`src/rtl/led_driver_pkg.sv`:
```
// rtl/led_driver_pkg.sv - shared state encoding, default timing and width helper for the strip driver
package led_driver_pkg;

    typedef enum logic [1:0] {
        IDLE     = 2'd0,
        PREFETCH = 2'd1,
        SEND     = 2'd2,
        LATCH    = 2'd3
    } state_t;

    localparam int DEF_NUM_STRIPS       = 4;
    localparam int DEF_CHANNEL_WIDTH    = 8;
    localparam int DEF_CHANNELS_PER_LED = 3;
    localparam int DEF_MAX_LEDS         = 200;
    localparam int DEF_ADDRESS_WIDTH    = 13;
    localparam int DEF_MEM_LATENCY      = 2;
    localparam int DEF_T_TOTAL          = 70;
    localparam int DEF_T_ZERO           = 20;
    localparam int DEF_T_ONE            = 50;
    localparam int DEF_T_RESET          = 50000;

    // Bits needed to hold every value 0..max_val, never less than one.
    function automatic int cnt_width(input int max_val);
        return (max_val < 2) ? 1 : $clog2(max_val + 1);
    endfunction

endpackage

```
`src/rtl/led_bit_timer.sv`:
```
// rtl/led_bit_timer.sv - bit period counter and MSB-first bit index with bit/byte boundary strobes
module led_bit_timer
    import led_driver_pkg::*;
#(
    parameter int T_TOTAL       = DEF_T_TOTAL,
    parameter int CHANNEL_WIDTH = DEF_CHANNEL_WIDTH,
    localparam int BIT_W        = cnt_width(T_TOTAL - 1)
) (
    input  logic             clk,
    input  logic             rst,
    input  logic             run,
    output logic [BIT_W-1:0] bit_cnt,
    output logic             bit_start,
    output logic             bit_end,
    output logic             byte_start,
    output logic             byte_end
);

    localparam int IDX_W = cnt_width(CHANNEL_WIDTH - 1);
    localparam logic [BIT_W-1:0] BIT_LAST = BIT_W'(T_TOTAL - 1);
    localparam logic [IDX_W-1:0] IDX_MSB  = IDX_W'(CHANNEL_WIDTH - 1);

    logic [IDX_W-1:0] bit_idx;

    // While stopped the timer parks on bit 0 of the MSB so a new byte starts cleanly.
    always_ff @(posedge clk or posedge rst) begin
        if (rst) begin
            bit_cnt <= '0;
            bit_idx <= '0;
        end else if (!run) begin
            bit_cnt <= '0;
            bit_idx <= IDX_MSB;
        end else if (bit_end) begin
            bit_cnt <= '0;
            bit_idx <= (bit_idx == '0) ? IDX_MSB : bit_idx - IDX_W'(1);
        end else begin
            bit_cnt <= bit_cnt + BIT_W'(1);
        end
    end

    assign bit_start  = run && (bit_cnt == '0);
    assign bit_end    = run && (bit_cnt == BIT_LAST);
    assign byte_start = bit_start && (bit_idx == IDX_MSB);
    assign byte_end   = bit_end && (bit_idx == '0);

endmodule

```
`src/rtl/multi_strip_driver.sv`:
```
// rtl/multi_strip_driver.sv - drives NUM_STRIPS WS2812-style strips in parallel from a wide framebuffer port
module multi_strip_driver
    import led_driver_pkg::*;
#(
    parameter int NUM_STRIPS       = DEF_NUM_STRIPS,
    parameter int CHANNEL_WIDTH    = DEF_CHANNEL_WIDTH,
    parameter int CHANNELS_PER_LED = DEF_CHANNELS_PER_LED,
    parameter int MAX_LEDS         = DEF_MAX_LEDS,
    parameter int ADDRESS_WIDTH    = DEF_ADDRESS_WIDTH,
    parameter int BASE_ADDRESS     = 0,
    parameter int MEM_LATENCY      = DEF_MEM_LATENCY,
    parameter int T_TOTAL          = DEF_T_TOTAL,
    parameter int T_ZERO           = DEF_T_ZERO,
    parameter int T_ONE            = DEF_T_ONE,
    parameter int T_RESET          = DEF_T_RESET
) (
    input  logic                                clk,
    input  logic                                rst,
    input  logic                                start,
    input  logic                                continuous,
    input  logic [$clog2(MAX_LEDS+1)-1:0]       num_leds,
    input  logic [NUM_STRIPS-1:0]               strip_enable,
    output logic [ADDRESS_WIDTH-1:0]            mem_addr,
    output logic                                mem_read_enable,
    input  logic [NUM_STRIPS*CHANNEL_WIDTH-1:0] mem_data,
    output logic [NUM_STRIPS-1:0]               strip_out,
    output logic                                busy,
    output logic                                frame_done
);

    localparam int LED_W  = $clog2(MAX_LEDS + 1);
    localparam int BYTE_W = cnt_width(MAX_LEDS * CHANNELS_PER_LED + 1);
    localparam int BIT_W  = cnt_width(T_TOTAL - 1);
    localparam int CAP_W  = cnt_width(MEM_LATENCY);
    localparam int RST_W  = cnt_width(T_RESET - 1);

    localparam logic [LED_W-1:0]         LED_MAX   = LED_W'(MAX_LEDS);
    localparam logic [BIT_W-1:0]         HIGH_ONE  = BIT_W'(T_ONE);
    localparam logic [BIT_W-1:0]         HIGH_ZERO = BIT_W'(T_ZERO);
    localparam logic [RST_W-1:0]         RST_LAST  = RST_W'(T_RESET - 1);
    localparam logic [ADDRESS_WIDTH-1:0] BASE      = ADDRESS_WIDTH'(BASE_ADDRESS);

    state_t state, next_state;

    logic [BIT_W-1:0]  bit_cnt;
    logic              bit_start, bit_end, byte_start, byte_end;
    logic [BYTE_W-1:0] total_bytes, byte_cnt;
    logic [CAP_W-1:0]  cap_cnt;
    logic [RST_W-1:0]  latch_cnt;
    logic [NUM_STRIPS-1:0] en_q;
    logic [NUM_STRIPS-1:0][CHANNEL_WIDTH-1:0] staging, shift_q;
    logic [LED_W-1:0]  leds_clamped;
    logic cap_now, last_byte, more_reads, latch_done, frame_start, enter_latch;

    led_bit_timer #(
        .T_TOTAL       (T_TOTAL),
        .CHANNEL_WIDTH (CHANNEL_WIDTH)
    ) u_timer (
        .clk        (clk),
        .rst        (rst),
        .run        (state == SEND),
        .bit_cnt    (bit_cnt),
        .bit_start  (bit_start),
        .bit_end    (bit_end),
        .byte_start (byte_start),
        .byte_end   (byte_end)
    );

    assign leds_clamped = (num_leds > LED_MAX) ? LED_MAX : num_leds;
    assign cap_now      = (cap_cnt == CAP_W'(1));
    assign last_byte    = (byte_cnt + BYTE_W'(1) == total_bytes);
    assign more_reads   = (byte_cnt + BYTE_W'(1) < total_bytes);
    assign latch_done   = (latch_cnt == RST_LAST);
    assign frame_start  = (next_state == PREFETCH) && (state != PREFETCH);
    assign enter_latch  = (next_state == LATCH) && (state != LATCH);

    always_ff @(posedge clk or posedge rst) begin
        if (rst) begin
            state <= IDLE;
        end else begin
            state <= next_state;
        end
    end

    always_comb begin
        next_state = state;
        case (state)
            IDLE:     if (start || continuous) next_state = PREFETCH;
            PREFETCH: if (cap_now) next_state = (total_bytes == '0) ? LATCH : SEND;
            SEND:     if (byte_end && last_byte) next_state = LATCH;
            LATCH:    if (latch_done) next_state = continuous ? PREFETCH : IDLE;
            default:  next_state = IDLE;
        endcase
    end

    // Byte 0 is read on PREFETCH entry (no capture pending yet); byte k+1 at the start of byte k.
    always_comb begin
        busy            = (state != IDLE);
        frame_done      = (state == LATCH) && latch_done;
        mem_read_enable = ((state == PREFETCH) && (cap_cnt == '0)) ||
                          ((state == SEND) && byte_start && more_reads);
    end

    always_ff @(posedge clk or posedge rst) begin
        if (rst) begin
            total_bytes <= '0;
            en_q        <= '0;
            byte_cnt    <= '0;
            cap_cnt     <= '0;
            mem_addr    <= BASE;
            staging     <= '0;
            shift_q     <= '0;
            latch_cnt   <= '0;
            strip_out   <= '0;
        end else begin
            if (frame_start) begin
                total_bytes <= BYTE_W'(leds_clamped) * BYTE_W'(CHANNELS_PER_LED);
                en_q        <= strip_enable;
                byte_cnt    <= '0;
            end else if ((state == SEND) && byte_end) begin
                byte_cnt <= byte_cnt + BYTE_W'(1);
            end

            if (mem_read_enable) begin
                cap_cnt <= CAP_W'(MEM_LATENCY);
            end else if (cap_cnt != '0) begin
                cap_cnt <= cap_cnt - CAP_W'(1);
            end

            // Address is held until its data is captured, then steps to the next byte.
            if (enter_latch) begin
                mem_addr <= BASE;
            end else if (cap_now) begin
                mem_addr <= mem_addr + ADDRESS_WIDTH'(1);
            end

            if (cap_now) begin
                staging <= mem_data;
            end

            // Byte 0 has no earlier byte boundary, so it goes straight from the bus into the lanes.
            if ((state == PREFETCH) && cap_now) begin
                shift_q <= mem_data;
            end else if ((state == SEND) && byte_end) begin
                shift_q <= staging;
            end else if ((state == SEND) && bit_end) begin
                for (int s = 0; s < NUM_STRIPS; s++) begin
                    shift_q[s] <= shift_q[s] << 1;
                end
            end

            if ((state == LATCH) && !latch_done) begin
                latch_cnt <= latch_cnt + RST_W'(1);
            end else begin
                latch_cnt <= '0;
            end

            for (int s = 0; s < NUM_STRIPS; s++) begin
                strip_out[s] <= (state == SEND) && en_q[s] &&
                                (bit_cnt < (shift_q[s][CHANNEL_WIDTH-1] ? HIGH_ONE : HIGH_ZERO));
            end
        end
    end

endmodule
```
`config.mk`:
```
export PLATFORM = sky130hd
export DESIGN_NAME = multi_strip_driver
export DESIGN_NICKNAME = d
export VERILOG_FILES = /design/src/rtl/led_driver_pkg.sv /design/src/rtl/led_bit_timer.sv /design/src/rtl/multi_strip_driver.sv
export SDC_FILE = /design/constraint.sdc
export NUM_CORES = 1
export LEC_CHECK = 0
export ABC_AREA = 1
export ABC_CLOCK_PERIOD_IN_PS = 5000
export BUFFER_PORTS_ARGS = -buffer_cell sky130_fd_sc_hd__buf_2
export CORE_UTILIZATION = 50
export DETAILED_ROUTE_END_ITERATION = 7
export PLACE_DENSITY = 0.74
export SLEW_MARGIN = 15
export SYNTH_ARGS = -nofsm -noshare
export SYNTH_HDL_FRONTEND = slang
export SYNTH_SLANG_ARGS = --single-unit
```
`constraint.sdc`:
```
create_clock -name clk -period 5 [get_ports clk]
set_input_delay 0.25 -clock clk [delete_from_list [all_inputs] [get_ports clk]]
set_output_delay 0.25 -clock clk [all_outputs]
set_load 0.01 [all_outputs]
```
Yosys cells after proc, flatten, opt, wreduce, memory -nomap -nowiden --
Index checks and enable logic that the tools add are counted.
Storage, ports and cells: output and inout bits 20, ROM bits 0, bits in writable memories 0, register bits 135, memories kept 0, word-level logic and storage cells 108, bits of input ports 48, latch bits 0
Operators by class: shifts and indexed selects 0, divide/modulo/power cells 0, $add $sub $neg 6, equality and inequality tests 13, reduce and logical (&&, ||, !) cells 37, mux-type cells 27, $lt $le $gt $ge 6, multipliers 1, bitwise logic cells 0
Operators with widths (number):
- $mux W32 | 3
- $lt A7 B6 Y1 | 4
- $mux W13 | 2
- $mux W6 | 4
- $logic_and A1 B1 Y1 | 23
- $mux W10 | 2
- $add A16 B1 Y16 const B | 1
- $eq A16 B16 Y1 const B | 1
- $mux W16 | 1
- $mux W7 | 2
- $add A13 B1 Y13 const B | 1
- $mux W2 | 6
- $add A10 B1 Y10 const B | 1
- $eq A10 B10 Y1 | 1
- $logic_not A10 Y1 | 1
- $lt A10 B10 Y1 | 1
- $mul A8 B2 Y10 const B | 1
- $reduce_bool A2 Y1 | 5
- $mux W3 | 3
- $gt A8 B8 Y1 const B | 1
- $mux W8 | 1
- $pmux W2 S4 | 1
- $add A7 B1 Y7 const B | 1
- $eq A7 B7 Y1 const B | 1
- 14 further kinds | 22

Longest topological paths before layout --
depth in word-level cells 9, gate-level depth with buffers 17, depth with buffers taken out 16

Cells and area by module --
Synthesis repeated with hierarchy kept, for this count alone.
Unflattened totals: cells, all modules 892, area, all modules 7347.0 µm²
By module, submodules not included:
- multi_strip_driver | area each 6706.4 µm², times used 1, seq. area each 3128.0 µm², cells each 810
- led_bit_timer | area each 640.6 µm², times used 1, seq. area each 250.2 µm², cells each 82

Least setup slack after synthesis --
No wires, ideal clock.
path kind register to register, start reg byte_cnt[0], end reg total_bytes[7], data arrival time 2.267 ns, path slack 2.615 ns, period minus slack after synthesis 2.385 ns, required time 4.882 ns, library setup time 0.118 ns, buffers on the path 1, cell stages (with the launch flop) 18, cells stage by stage dfrtp_1 -> nand3_1 -> nor3_1 -> nand2_1 -> nor2_1 -> xor2_1 -> inv_1 -> ha_1 -> nand2_1 -> nor2_1 -> nand2_1 -> nor2_1 -> nand2_2 -> nand3_4 -> nand3_4 -> buf_4 -> nand2_1 -> nand2_1
On the way: longest elaborated chain between the ends 7
RTL lines:
- from (decl) | RTL line multi_strip_driver.sv:47 | logic [BYTE_W-1:0] total_bytes, byte_cnt;
- from (signal assigned) | RTL line multi_strip_driver.sv:121 | byte_cnt <= byte_cnt + BYTE_W'(1);
- $add A10 B1 Y10 | RTL line multi_strip_driver.sv:71 | assign last_byte = (byte_cnt + BYTE_W'(1) == total_bytes);
- $eq A10 B10 Y1 | RTL line multi_strip_driver.sv:71
- $logic_and A1 B1 Y1 | RTL line multi_strip_driver.sv:90 | SEND: if (byte_end && last_byte) next_state = LATCH;
- $mux W2 | RTL line multi_strip_driver.sv:90
- $pmux W2 S4 | RTL line multi_strip_driver.sv:87 | case (state)
- $eq A2 B1 Y1 | RTL line multi_strip_driver.sv:74 | assign frame_start = (next_state == PREFETCH) && (state != PREFETCH);
- $logic_and A1 B1 Y1 | RTL line multi_strip_driver.sv:74
- to (signal assigned) | RTL line multi_strip_driver.sv:117 | total_bytes <= BYTE_W'(leds_clamped) * BYTE_W'(CHANNELS_PER_LED);
- to (decl) | RTL line multi_strip_driver.sv:47
Every way passes these cells. A chain may end at the register's enable or synchronous reset.

Worst setup path in the final report --
start reg byte_cnt[0], end out mem_read_enable
On the way: longest elaborated chain between the ends 4
RTL lines:
- $add A10 B1 Y10 | RTL line multi_strip_driver.sv:72 | assign more_reads = (byte_cnt + BYTE_W'(1) < total_bytes);
- $lt A10 B10 Y1 | RTL line multi_strip_driver.sv:72
- $logic_and A1 B1 Y1 | RTL line multi_strip_driver.sv:101 | ((state == SEND) && byte_start && more_reads);
- $logic_or A1 B1 Y1 | RTL line multi_strip_driver.sv:100 | mem_read_enable = ((state == PREFETCH) && (cap_cnt == '0)) ||
- to (decl) | RTL line multi_strip_driver.sv:24 | output logic mem_read_enable,
Every way passes these cells.

==> impl_metrics.env <==
export IMPL_grtUsageTotal_pct=21.74
export IMPL_cts_sink_count=135
export IMPL_antenna_found_initial=0
export IMPL_seq_area_sq_mm=0.003378
export IMPL_finClkSkew_ns=0.008060
export IMPL_post_route_period_util_pct=59.53
export IMPL_synth_largest_area_cell="dfrtp_1"
export IMPL_worstPathArrival_ns=2.73
export IMPL_clock_latency_ns=0.43
export IMPL_instances_no_fill=1196
export IMPL_hold_violations=21
export IMPL_ys_warn_count=0
export IMPL_clockRootBuffer="clkbuf_16"
export IMPL_syn_inst=945
export IMPL_cts_resized_gates=0
export IMPL_slew_violations=0
export IMPL_yosysMostFrequentCell="nand2_1"
export IMPL_die_h_microns=123.2
export IMPL_coreArea_sq_mm=0.01410
export IMPL_p_per_area_mw_per_mm2=297.5
export IMPL_gp_congestion=0.8470
export IMPL_outcome="finished, violations left"
export IMPL_avgSynthCellArea_sq_um=7.775
export IMPL_fin_tns_setup_ns=0
export IMPL_drive_gt1_share_pct=12.11
export IMPL_h_tree_depth=4
export IMPL_postCtsHoldBufs=0
export IMPL_place_inst=1164
export IMPL_ios=68
export IMPL_peakVddDrop_uv=252.9
export IMPL_cts_buffers=17
export IMPL_synthToLayoutAreaGrowth_pct=14.10
export IMPL_drc=0
export IMPL_fin_util_pct=59.47
export IMPL_crit_required_ns=4.75
export IMPL_whs_ns=-0.01192
export IMPL_routed_wl_microns=15450
export IMPL_setup_violations_final=0
export IMPL_worst_path_max_fanout=6
export IMPL_yosysSeqAreaShare_pct=45.98
export IMPL_cts_clk_slew_worst_paths_ns=0.06
export IMPL_grt_pass1_wl_microns=25590
export IMPL_grt_ovfl_total=0
export IMPL_slew_headroom_pct=30.07
export IMPL_worst_pin_slew_ns=1.048
export IMPL_async_flop_share_pct=100.0
export IMPL_synth_edf_count=0
export IMPL_worstSetupEndpointType="primary output"
export IMPL_max_clock_freq_mhz=335.9
export IMPL_die_area_sq_mm=0.01518
export IMPL_netlist_area_sq_mm=0.007347
export IMPL_vias=6140
export IMPL_ys_flop_type="dfrtp_1"
export IMPL_start_util_pct=52.12
export IMPL_max_cap_violations=0
export IMPL_period_needed_ns=2.977
export IMPL_die_w_microns=123.2
export IMPL_cp_start_kind="flip-flop"
export IMPL_post_cts_setup_buffer_count=0
export IMPL_multi_input_comb_area_sq_mm=0.003393
export IMPL_ys_ff_latch=135
export IMPL_rsz0062_at_grt="no"
export IMPL_hold_class="in2async"
export IMPL_grt_pass1_vias=5559
export IMPL_cts_tree="done"
export IMPL_cts_buffer_depth=2
export IMPL_fin_nets=1090
export IMPL_synth_area_leaders="dfrtp_1 (46%), nand2_1 (18%), ha_1 (6.5%)"
export IMPL_vias_per_cell=5.134
export IMPL_grt_max_degree=95
export IMPL_synth_commonest_cells="nand2_1 (354), dfrtp_1 (135), inv_1 (113), nor2_1 (70), nand4_1 (54)"
export IMPL_rows=43
export IMPL_ant_nets=0
export IMPL_critPathKind="reg2out"
export IMPL_drt_iter0_drc=380
export IMPL_io_buffers=67
export IMPL_syn_nets=1032
export IMPL_routedWlPerCell_microns=12.92
export IMPL_num_antenna_cells=0
export IMPL_post_dp_hpwl_microns=10390
export IMPL_dr_pass1_iters=5
export IMPL_synth_top_area_share_pct=45.98
export IMPL_fillers=1253
export IMPL_leakage_nw=4.496
export IMPL_synth_cell_types=39
export IMPL_violations="hold timing"
==> flip-flops by register name, summed over array words and instances, names as in the netlist <==
name / flops
byte_cnt: 10
u_timer.bit_idx: 3
latch_cnt: 16
strip_out: 4
shift_q: 32
state: 2
total_bytes: 10
en_q: 4
staging: 32
cap_cnt: 2
u_timer.bit_cnt: 7
mem_addr: 13
==> placed cells by master (no fill, tap or decap), types with 3 or more instances in the layout <==
cell        count
o21a_1          4
buf_2          67
nor4_1          3
clkinvlp_4      3
clkbuf_16      17
xor2_1         19
nand3_1        28
o2111ai_1       5
clkinv_2        3
dfrtp_1       135
a31oi_1         7
ha_1           38
o211ai_1        5
or2_2           5
inv_2           6
inv_1         112
nor2_1         70
nand2_1       354
o21ai_0        19
nor3_1         13
xnor2_1         4
nand4_1        54
a21oi_1        14
==> kinds of logic (layout without fill, tap and decap cells) <==
group	count (synthesis)	after routing	share of synthesized area [%]
and+or+nand+nor	538	538	31.57
buffers and inverters	149	220	7.834
DFF	135	135	45.98
AOI/OAI and AO/OA	61	61	5.126
adders and majority gates	39	39	6.744
xor gates and xnor gates	23	23	2.742
==> layout make-up <==
cell class              count  share of cell area, %
multi-input cells         661                  40.48
flip-flops and latches    135                  40.30
clock buffers              21                  5.493
inverters                 119                  5.388
repair buffers             69                  4.179
well taps                 180                  2.687
clock inverters            11                  1.478
==> per-stage QoR <==
stage | area [sq um] | worst slack, ns | total power [W]
4_1_cts | 8383 | 1.952 | 0.002510
5_1_grt | 8383 | 1.603 | 0.002574
3_3_place_gp | 7799 | 2.154 | 0.001276
2_1_floorplan | 7347 | 1.139 | 0.001231
3_5_place_dp | 7799 | 2.099 | 0.001279
6_report | 8383 | 2.023 | 0.002494
==> metal layers <==
metal / routed length [microns] / up-vias / global-route usage, %
li1: - / 3118 / -
met1: 7327 / 2891 / 29.64
met2: 7357 / 111 / 34.53
met3: 578 / 20 / 4.244
met4: 191 / 0 / 7.756
met5: 0 / - / 0
==> worst paths after layout <==
path,startpoint,to,slack (ns),depth (start not counted)
max,byte_cnt[0]$_DFFE_PP0P_,mem_read_enable,2.02,13
min in group clk,mem_data[17],staging[17]$_DFFE_PP0P_,0.04,3
min reg2reg,latch_cnt[0]$_DFF_PP0_,latch_cnt[0]$_DFF_PP0_,0.46,1
max reg2reg,cap_cnt[1]$_DFFE_PP0P_,mem_addr[12]$_DFFE_PP0P_,2.08,11
min,rst,mem_addr[11]$_DFFE_PP0P_,-0.01,2
max in group asynchronous,rst,total_bytes[0]$_DFFE_PP0P_,3.90,3
==> critical path: stages, from the launching register on <==
cell	delay (ns)
dfrtp_1	0.44
nand3_1	0.15
nor3_1	0.21
nand2_1	0.10
nor2_1	0.12
xor2_1	0.15
inv_1	0.06
ha_1	0.28
nand2_1	0.07
nand3_1	0.07
nor3_1	0.20
nand4_1	0.17
nand2_1	0.14
buf_2	0.14
==> where the power goes <==
group	internal, W	total (W)	leakage (nW)	switching (W)
Sequential	0.00112	0.00113	1.69	0.0000139
Combinational	0.0000473	0.000126	2.52	0.0000788
Clock	0.000759	0.00123	0.279	0.000475
Power figures use the tool's default switching activity.
